==> config.mk <==
export PLATFORM = sky130hd
export DESIGN_NAME = aes_prng_masking
export DESIGN_NICKNAME = d
export VERILOG_FILES = /design/src/rtl/aes_pkg.sv /design/src/rtl/aes_prng_lfsr_step.sv /design/src/rtl/aes_prng_masking.sv
export SDC_FILE = /design/constraint.sdc
export NUM_CORES = 1
export LEC_CHECK = 0
export BUFFER_PORTS_ARGS = -buffer_cell sky130_fd_sc_hd__buf_2
export CORE_MARGIN = 1
export CORE_UTILIZATION = 35
export DETAILED_ROUTE_END_ITERATION = 8
export HOLD_SLACK_MARGIN = 0.12
export PLACE_DENSITY_LB_ADDON = 0.15
export SLEW_MARGIN = 20
export SYNTH_ARGS = -nofsm -noshare
export SYNTH_HDL_FRONTEND = slang
export SYNTH_HIERARCHICAL = 1
export SYNTH_SLANG_ARGS = --single-unit
==> constraint.sdc <==
create_clock -name clk_i -period 8.01 [get_ports clk_i]
set_clock_uncertainty 0.1 [all_clocks]
set_input_delay 1.602 -clock clk_i [delete_from_list [all_inputs] [get_ports clk_i]]
set_output_delay 1.602 -clock clk_i [all_outputs]
set_load 0.02 [all_outputs]
==> src/rtl/aes_pkg.sv <==
// Shared constants and types for the AES masking PRNG.
package aes_pkg;

    localparam int unsigned AES_PRNG_WIDTH = 160;

    // Taps for x^160 + x^159 + x^158 + x^157 + 1 (state bits 159..156).
    localparam logic [AES_PRNG_WIDTH-1:0] AES_PRNG_POLY = {4'hf, 156'h0};

    localparam logic [AES_PRNG_WIDTH-1:0] P_PKG =
        160'h9d2c_5680_b6e3_1f47_c0a4_e85b_3397_d21e_74f1_713a;

    typedef enum logic [1:0] {
        IDLE,
        ABSORB,
        FINISH
    } aes_prng_state_e;

endpackage

==> src/rtl/aes_prng_lfsr_step.sv <==
// Unrolled multi-step Fibonacci LFSR advance: shift left, parity of tapped bits enters bit 0.
module aes_prng_lfsr_step #(
    parameter int unsigned      WIDTH = aes_pkg::AES_PRNG_WIDTH,
    parameter logic [WIDTH-1:0] POLY  = aes_pkg::AES_PRNG_POLY,
    parameter int unsigned      STEPS = 32
) (
    input  logic [WIDTH-1:0] cur,
    output logic [WIDTH-1:0] nxt
);

    logic [WIDTH-1:0] s;

    always_comb begin
        s = cur;
        for (int unsigned i = 0; i < STEPS; i++) begin
            s = {s[WIDTH-2:0], ^(s & POLY)};
        end
        nxt = s;
    end

endmodule

==> src/rtl/aes_prng_masking.sv <==
// Masking-word PRNG: serves OUT_W-bit words per handshake and reseeds by absorbing
// WIDTH/OUT_W entropy words into a rotating LFSR state.
module aes_prng_masking
    import aes_pkg::*;
#(
    parameter int unsigned      WIDTH = AES_PRNG_WIDTH,
    parameter int unsigned      OUT_W = 32,
    parameter logic [WIDTH-1:0] POLY  = AES_PRNG_POLY,
    parameter logic [WIDTH-1:0] SEED  = P_PKG
) (
    input  logic             clk_i,
    input  logic             rst_i,
    input  logic             data_req_i,
    output logic             data_ack_o,
    output logic [OUT_W-1:0] data_o,
    input  logic             reseed_req_i,
    output logic             reseed_ack_o,
    input  logic [OUT_W-1:0] entropy_i,
    input  logic             entropy_valid_i,
    output logic             entropy_ready_o
);

    localparam int unsigned CHUNKS = WIDTH / OUT_W;
    localparam int unsigned CNT_W  = (CHUNKS > 1) ? $clog2(CHUNKS) : 1;
    localparam logic [CNT_W-1:0] CNT_LAST = CNT_W'(CHUNKS - 1);

    if ((OUT_W == 0) || (OUT_W > WIDTH) || ((WIDTH % OUT_W) != 0)) begin : g_bad_width
        $error("aes_prng_masking: WIDTH must be a non-zero multiple of OUT_W");
    end
    if (SEED == '0) begin : g_bad_seed
        $error("aes_prng_masking: SEED must be non-zero");
    end

    aes_prng_state_e  fsm_q, fsm_d;
    logic [CNT_W-1:0] cnt_q, cnt_d;
    logic [WIDTH-1:0] state_q, state_d;
    logic [WIDTH-1:0] step_nxt;
    logic [WIDTH-1:0] absorb_nxt;

    aes_prng_lfsr_step #(
        .WIDTH (WIDTH),
        .POLY  (POLY),
        .STEPS (OUT_W)
    ) u_step (
        .cur (state_q),
        .nxt (step_nxt)
    );

    // Absorb rotates the state up by one chunk, folding entropy into the wrapped chunk.
    if (WIDTH == OUT_W) begin : g_absorb_single
        assign absorb_nxt = state_q ^ entropy_i;
    end else begin : g_absorb_rot
        assign absorb_nxt = {state_q[WIDTH-OUT_W-1:0],
                             state_q[WIDTH-1:WIDTH-OUT_W] ^ entropy_i};
    end

    assign data_o = state_q[OUT_W-1:0];

    always_ff @(posedge clk_i or posedge rst_i) begin
        if (rst_i) begin
            fsm_q   <= IDLE;
            cnt_q   <= '0;
            state_q <= SEED;
        end else begin
            fsm_q   <= fsm_d;
            cnt_q   <= cnt_d;
            state_q <= state_d;
        end
    end

    always_comb begin
        fsm_d           = fsm_q;
        cnt_d           = cnt_q;
        state_d         = state_q;
        data_ack_o      = 1'b0;
        reseed_ack_o    = 1'b0;
        entropy_ready_o = 1'b0;

        unique case (fsm_q)
            IDLE: begin
                // A pending reseed starves data requests.
                if (reseed_req_i) begin
                    fsm_d = ABSORB;
                    cnt_d = '0;
                end else if (data_req_i) begin
                    data_ack_o = 1'b1;
                    state_d    = step_nxt;
                end
            end
            ABSORB: begin
                entropy_ready_o = 1'b1;
                if (entropy_valid_i) begin
                    state_d = absorb_nxt;
                    cnt_d   = cnt_q + CNT_W'(1);
                    if (cnt_q == CNT_LAST) begin
                        fsm_d = FINISH;
                    end
                end
            end
            FINISH: begin
                reseed_ack_o = 1'b1;
                // All-zero is the LFSR lock-up state; recover from it.
                if (state_q == '0) begin
                    state_d = SEED;
                end
                fsm_d = IDLE;
            end
            default: begin
                fsm_d = IDLE;
            end
        endcase
    end

endmodule

==> results by group, run 1 <==
Global route
  – Initial antenna violation count: 0
  – Vias in the first global route: around 12000
  – Total GRT Usage: 23.5%
  – First-pass GRT wire length: 76.1 mm
  – Grt total ovfl: 0
  – Largest net degree at the start of global routing: between 200 and 250

Clock tree
  – Root Driver: clkbuf_16
  – Clock Tree Buf Depth: 2
  – Worst-Skew Late Latency: approximately 0.46 ns
  – # H-tree levels: 4
  – Clock sink count: between 150 and 200
  – Cts hold-fix bufs: 0
  – Setup bufs post-CTS: 0
  – CTS tree: done
  – Number of CTS-inserted buffers: 17
  – Worst-path clk slew: approximately 0.070 ns
  – Cells resized by post-CTS repair: 0

Logic synthesis
  – Commonest cells in the netlist: a21oi_1, nand4_1, nand2_1, buf_4, nor2_1
  – Post-synth ARST share: between 90% and 100%
  – Number of synthesized flops with an enable pin: 0
  – Distinct cell type count after synthesis: 32
  – Syn nets: around 2000
  – Synth area leader: dfrtp_1
  – Post-synth top area share: between 10 and 15%
  – Syn Area/Cell: slightly above 7 µm²
  – Dominant synthesized flop cell: dfrtp_1
  – Top post-synthesis cells by area: dfrtp_1, dfstp_2, a21oi_1, buf_4, nand4_1
  – Most frequent cell after synthesis: a21oi_1
  – Mapped cell area: between 10000 and 15000 µm²
  – Sequential area share after synthesis: 29.3%
  – #FFs+latches synth: ~170
  – Synth Instances: ~2000
  – Ys Warns: 6

Drt
  – Remaining DRCs: 0
  – Vias per cell: around 6
  – DR iter-0 viols: 1588
  – DR WL/cell: roughly 21 µm
  – Post-detailed-routing wire length: 49.0 mm
  – Post-route ant nets: 0
  – Vias: roughly 13000
  – Detailed Routing Iterations Pass 1: 5

Final layout
  – Ratio of cells with drive above 1 in the final layout: about 13%
  – Ant. Diodes: 0
  – Syn-to-layout area delta: -0.660%
  – Design area: between 10000 and 15000 µm²
  – Final net count: 1787
  – Fill cells: ~4200
  – Non-filler cells, final: approximately 2300

Die
  – Initial core utilization: between 30% and 40%
  – Die width: 205 µm
  – FP Rows: between 70 and 80
  – Die Ht: between 200 and 250 µm
  – I/O Pins: 72
  – Full die area: 42000 µm²
  – Core Box Area: between 40000 and 50000 µm²

Timing
  – RSZ-0062 raised after global routing: no
  – Tmin final: 3.92 ns
  – Highest Clock Rate: 255 MHz
  – Final hold viol count: 0
  – Slew Viols, Final: 0
  – Final setup viols: 0
  – Rel. slew slack: 34.3%
  – Tcrit/Tclk final: a little under 50%
  – Setup TNS: 0 ns
  – Worst-Margin Slew: 0.986 ns

Critical path
  – Most frequent CP cell: buf_2
  – Critical-path cell list: buf_2, nand2b_1, nor2_1, buf_2
  – Worst Path Arrival: 2.22 ns
  – Nature of the critical path startpoint: input port
  – Crit Path Max Fanout: 7
  – Req. time, crit path: around 6.3 ns
  – CP Capture Type: output pin
  – Max incr delay on CP: about 0.23 ns
  – CP max-delay cell: nand2b_1
  – Kind of critical path: input port to output pin

Pwr
  – Pleak: approximately 5.4 nW
  – Maximum VDD drop: between 0.2 and 0.25 mV
  – Power Dens Cells: 503 nW/µm²

Placed design
  – # port buffers: 71
  – DP Cell Count: 2250
  – Placer Congestion: ~0.83
  – Dpl hpwl: between 20 and 30 mm
  – Placed Area: approximately 14000 µm²

Hold path
  – Min-delay worst type: flip-flop to flip-flop

Outcome
  – Status: completed

Job
  – Max Cap Viol: 0
stage by stage:
step | total power [mW] | worst slack, ns | util [%] | hold WS, ns
floorplan | 5.59 | 1.98 | - | 0.386
global placement | 6.21 | 3.77 | 34.1 | 0.394
detailed placement | 6.29 | 3.73 | 34.1 | 0.402
CTS | 7.22 | 4.09 | 35.6 | 0.414
global route | 7.82 | 3.86 | 35.6 | 0.431
finish | 7.21 | 4.09 | 35.6 | 0.411
critical path: cells and delay by family:
| family | cells | cell delay [ns] |
|---|---|---|
| buffers and inverters | 2 | 0.28 |
| AND/OR/NAND/NOR | 2 | 0.34 |
cells by family after synthesis:
family          after synthesis  share of synthesized area, %
compound gates              378                          14.9
xor+xnor                    100                          6.70
fa+ha+maj                     6                         0.521
buf+inv                     366                          14.0
flops                       165                          29.3
simple gates                972                          34.6
registers in the layout, indices dropped and copies added, names as in the netlist:
name	count
cnt_q	3
state_q	160
fsm_q	2
final timing paths:
path | start | endpoint | slack, ns | cells past startpoint
max | reseed_req_i | data_ack_o | 4.09 | 4
min | state_q[44] | state_q[44] | 0.41 | 2
max reg2reg | fsm_q[1] | state_q[133] | 4.14 | 9
min reg2reg | state_q[44] | state_q[44] | 0.41 | 2
max in group asynchronous | rst_i | state_q[157] | 5.39 | 3
min in group asynchronous | rst_i | state_q[80] | 1.19 | 2
layout make-up:
cell class | instances | area, µm² | area share (%)
Sequential cell | 165 | 4230 | 29.5
Inverter | 13 | 53.8 | 0.376
Multi-Input combinational cell | 1456 | 8230 | 57.5
Clock buffer | 23 | 478 | 3.34
Tap cell | 525 | 657 | 4.59
Timing Repair Buffer | 91 | 547 | 3.82
Clock inverter | 9 | 125 | 0.874
where the power goes:
group	total (mW)	switching [mW]	internal, mW
Combinational	4.20	2.58	1.62
Sequential	2.11	0.752	1.36
Clock	0.897	0.383	0.514
layout by cell type, fill, tap and decap left out, types with 40 or more instances in the layout:
cell	count
a21oi_1	252
a22oi_1	68
a31oi_1	45
buf_2	71
dfrtp_1	85
dfstp_2	80
nand2_1	181
nand3_1	146
nand4_1	187
nor2_1	157
nor2b_1	143
nor3_1	92
nor4_1	40
xnor2_1	49
layer usage:
metal	GRT usage, %	vias up	part of all wire, %
li1	-	6424	-
met1	34.2	6583	47
met2	35.9	403	46
met3	2.97	45	5.3
met4	7.09	0	2.0
met5	0	-	0
Note: power is estimated with default switching activity, not from simulation.
==> run 2, diff against run 1 <==
Settings changed: ABC_AREA from default to 1.
Clock period 8.01 ns to 3.8 ns, I/O delays scaled along.
==> run 2 against run 1 <==
Against the previous run: non-clock buffer count increased by 5; core utilization increased by 0.68 points; global-route usage decreased by 0.99 points; clock power increased by 120%; worst setup slack got worse by 3.4 ns; sequential cell count unchanged; critical path depth increased by 3; sequential share of layout area increased by 4.1 points.
==> results by group, run 2 <==
Placed design
  – Dpl hpwl: 25.4 mm
  – Placer Congestion: ~0.87
  – # port buffers: 71

Clock tree
  – Setup bufs post-CTS: 0
  – Root Driver: clkbuf_16
  – Clock Tree Buf Depth: 2
  – Worst-path clk slew: 0.07 ns
  – Number of CTS-inserted buffers: 17
  – Cts hold-fix bufs: 0
  – # H-tree levels: 4
  – CTS tree: done
  – Worst-Skew Late Latency: around 0.45 ns
  – Cells resized by post-CTS repair: 0
  – Clock sink count: 165

Logic synthesis
  – Sequential area share after synthesis: 34.3%
  – Syn nets: between 1500 and 2000
  – Most frequent cell after synthesis: nand2_1
  – Dominant synthesized flop cell: dfrtp_1
  – Commonest cells in the netlist: nand2_1, nand3_1, buf_4, nor2_1, dfrtp_1
  – Post-synth ARST share: 100%
  – Ys Warns: 6
  – Synth area leader: nand2_1
  – #FFs+latches synth: between 150 and 200
  – Synth Instances: 1935
  – Syn Area/Cell: ~6.4 µm²
  – Mapped cell area: 12300 µm²
  – Post-synth top area share: 26.9%
  – Number of synthesized flops with an enable pin: 0
  – Distinct cell type count after synthesis: 22
  – Top post-synthesis cells by area: nand2_1, dfrtp_1, dfstp_2, nand3_1, buf_4

Global route
  – Total GRT Usage: 22.5%
  – Initial antenna violation count: 0
  – First-pass GRT wire length: about 62 mm
  – Vias in the first global route: between 10000 and 15000
  – Grt total ovfl: 0
  – Largest net degree at the start of global routing: around 160

Drt
  – Detailed Routing Iterations Pass 1: 5
  – DR WL/cell: about 18 µm
  – Remaining DRCs: 0
  – Highest Signal Layer: met4
  – Vias: around 11000
  – Met2 WL: 17.4 mm
  – Vias per cell: 5.10
  – Metal-1 WL: between 15 and 20 mm
  – DR iter-0 viols: ~940
  – Detailed route wirelength on metal3: around 2.2 mm
  – Post-detailed-routing wire length: between 30 and 40 mm
  – Post-route ant nets: 0

Timing
  – Rel. slew slack: 43.7%
  – Highest Clock Rate: between 300 and 400 MHz
  – Tcrit/Tclk final: 80.6%
  – Final hold viol count: 0
  – Slew Viols, Final: 0
  – RSZ-0062 raised after global routing: no
  – Tmin final: around 3 ns
  – Final setup viols: 0
  – Setup TNS: 0 ns
  – Worst-Margin Slew: 0.837 ns

Final layout
  – Max FFs per register: 160
  – Most flops, register: state_q
  – Leading cell type in the layout, fill and taps excluded: nand2_1
  – Final net count: roughly 1800
  – Ant. Diodes: 0
  – Syn-to-layout area delta: 2.00%
  – Regs by FF count: state_q: 160 flops, cnt_q: 3 flops, fsm_q: 2 flops
  – Ratio of cells with drive above 1 in the final layout: between 10% and 20%
  – Most frequent cells in the layout: nand2_1, nand3_1, nor2_1, dfrtp_1, dfstp_2

Die
  – Die Ht: roughly 190 µm
  – Die width: about 190 µm
  – I/O Pins: 72
  – FP Rows: between 60 and 70
  – Initial core utilization: a little over a third
  – Full die area: between 30000 and 40000 µm²
  – Core Box Area: 34600 µm²

Outcome
  – Status: completed

Pwr
  – Tot Pwr: ~13 mW
  – Pleak: 6.57 nW
  – Maximum VDD drop: around 0.73 mV
  – Power Dens Cells: ~1000 nW/µm²

Critical path
  – Req. time, crit path: 4.09 ns
  – Crit Path Max Fanout: 65
  – Kind of critical path: flip-flop to flip-flop
  – Nature of the critical path startpoint: flip-flop
  – CP Capture Type: flip-flop
  – Worst Path Arrival: around 3.4 ns

Hold path
  – Min-delay worst type: input port to asynchronous set/reset pin

Job
  – Max Cap Viol: 0
## run 2: cell count changes in the layout (fill, tap and decap cells not counted), sizes merged, moves of 68 or more
cell	previous run	this run
nor2b	143	0
nand2	181	885
a22oi	68	0
nand3	146	342
a21oi	252	18
nand4	187	0
nor3	92	0
## run 2: worst paths after layout
path | start | endpoint | slack (ns) | cells past startpoint
min in group clk_i | state_q[75] | state_q[75] | 0.37 | 2
worst min register to register | state_q[75] | state_q[75] | 0.37 | 2
worst max-delay path | fsm_q[0] | state_q[25] | 0.74 | 7
max in group asynchronous | rst_i | state_q[137] | 2.58 | 3
worst max register to register | fsm_q[0] | state_q[25] | 0.74 | 7
worst min-delay path | rst_i | state_q[17] | 0.21 | 2
## run 2: area by class of cell
| class | instances | area (µm²) |
|---|---|---|
| clock inverters | 13 | 195 |
| well taps | 455 | 569 |
| flip-flops and latches | 165 | 4230 |
| multi-input cells | 1428 | 6210 |
| inverters | 72 | 277 |
| repair buffers | 96 | 656 |
| clock buffers | 19 | 443 |
| fillers | 3771 | 22100 |
## run 2: layer usage
metal | vias up | track usage [%]
met5 | - | 0
met4 | 0 | 5.27
met3 | 36 | 3.41
met2 | 340 | 34.6
met1 | 5388 | 32.9
li1 | 5698 | -
## run 2: logic make-up (layout without fill, tap and decap cells)
group                    Yosys count  count (layout)  share of synthesized area (%)
AO/OA/AOI/OAI                     82              82                           4.49
XOR/XNOR                          15              15                           1.07
AND/OR/NAND/NOR                 1325            1325                           43.8
buffers and inverters            342             200                           15.7
flip-flops                       165             165                           34.3
adder cells (fa/ha/maj)            6               6                          0.609
## run 2: where the power goes
group | internal [mW] | switching, mW
clock | 1.13 | 0.812
combinational | 2.25 | 5.35
sequential | 2.58 | 0.912
total | 5.96 | 7.07
## run 2: critical path: stages, from the launching register on
cell	delay, ns
dfrtp_1	0.45
inv_1	0.12
ha_4	0.64
inv_4	0.41
buf_4	0.35
o31ai_1	0.53
nand3_1	0.23
nand2_1	0.12
## run 2: through the flow
step                std cells  hold WS (ns)  worst slack, ns  instance area (µm²)  util (%)
finish                   2248         0.208            0.737                12600      36.3
global route             2248         0.215            0.598                12600      36.3
CTS                      2248         0.204            0.844                12600      36.3
detailed placement       2216         0.362            0.871                11900      34.5
global placement         2216         0.360            0.834                11900      34.5
floorplan                1935         0.344            0.907                12300         -
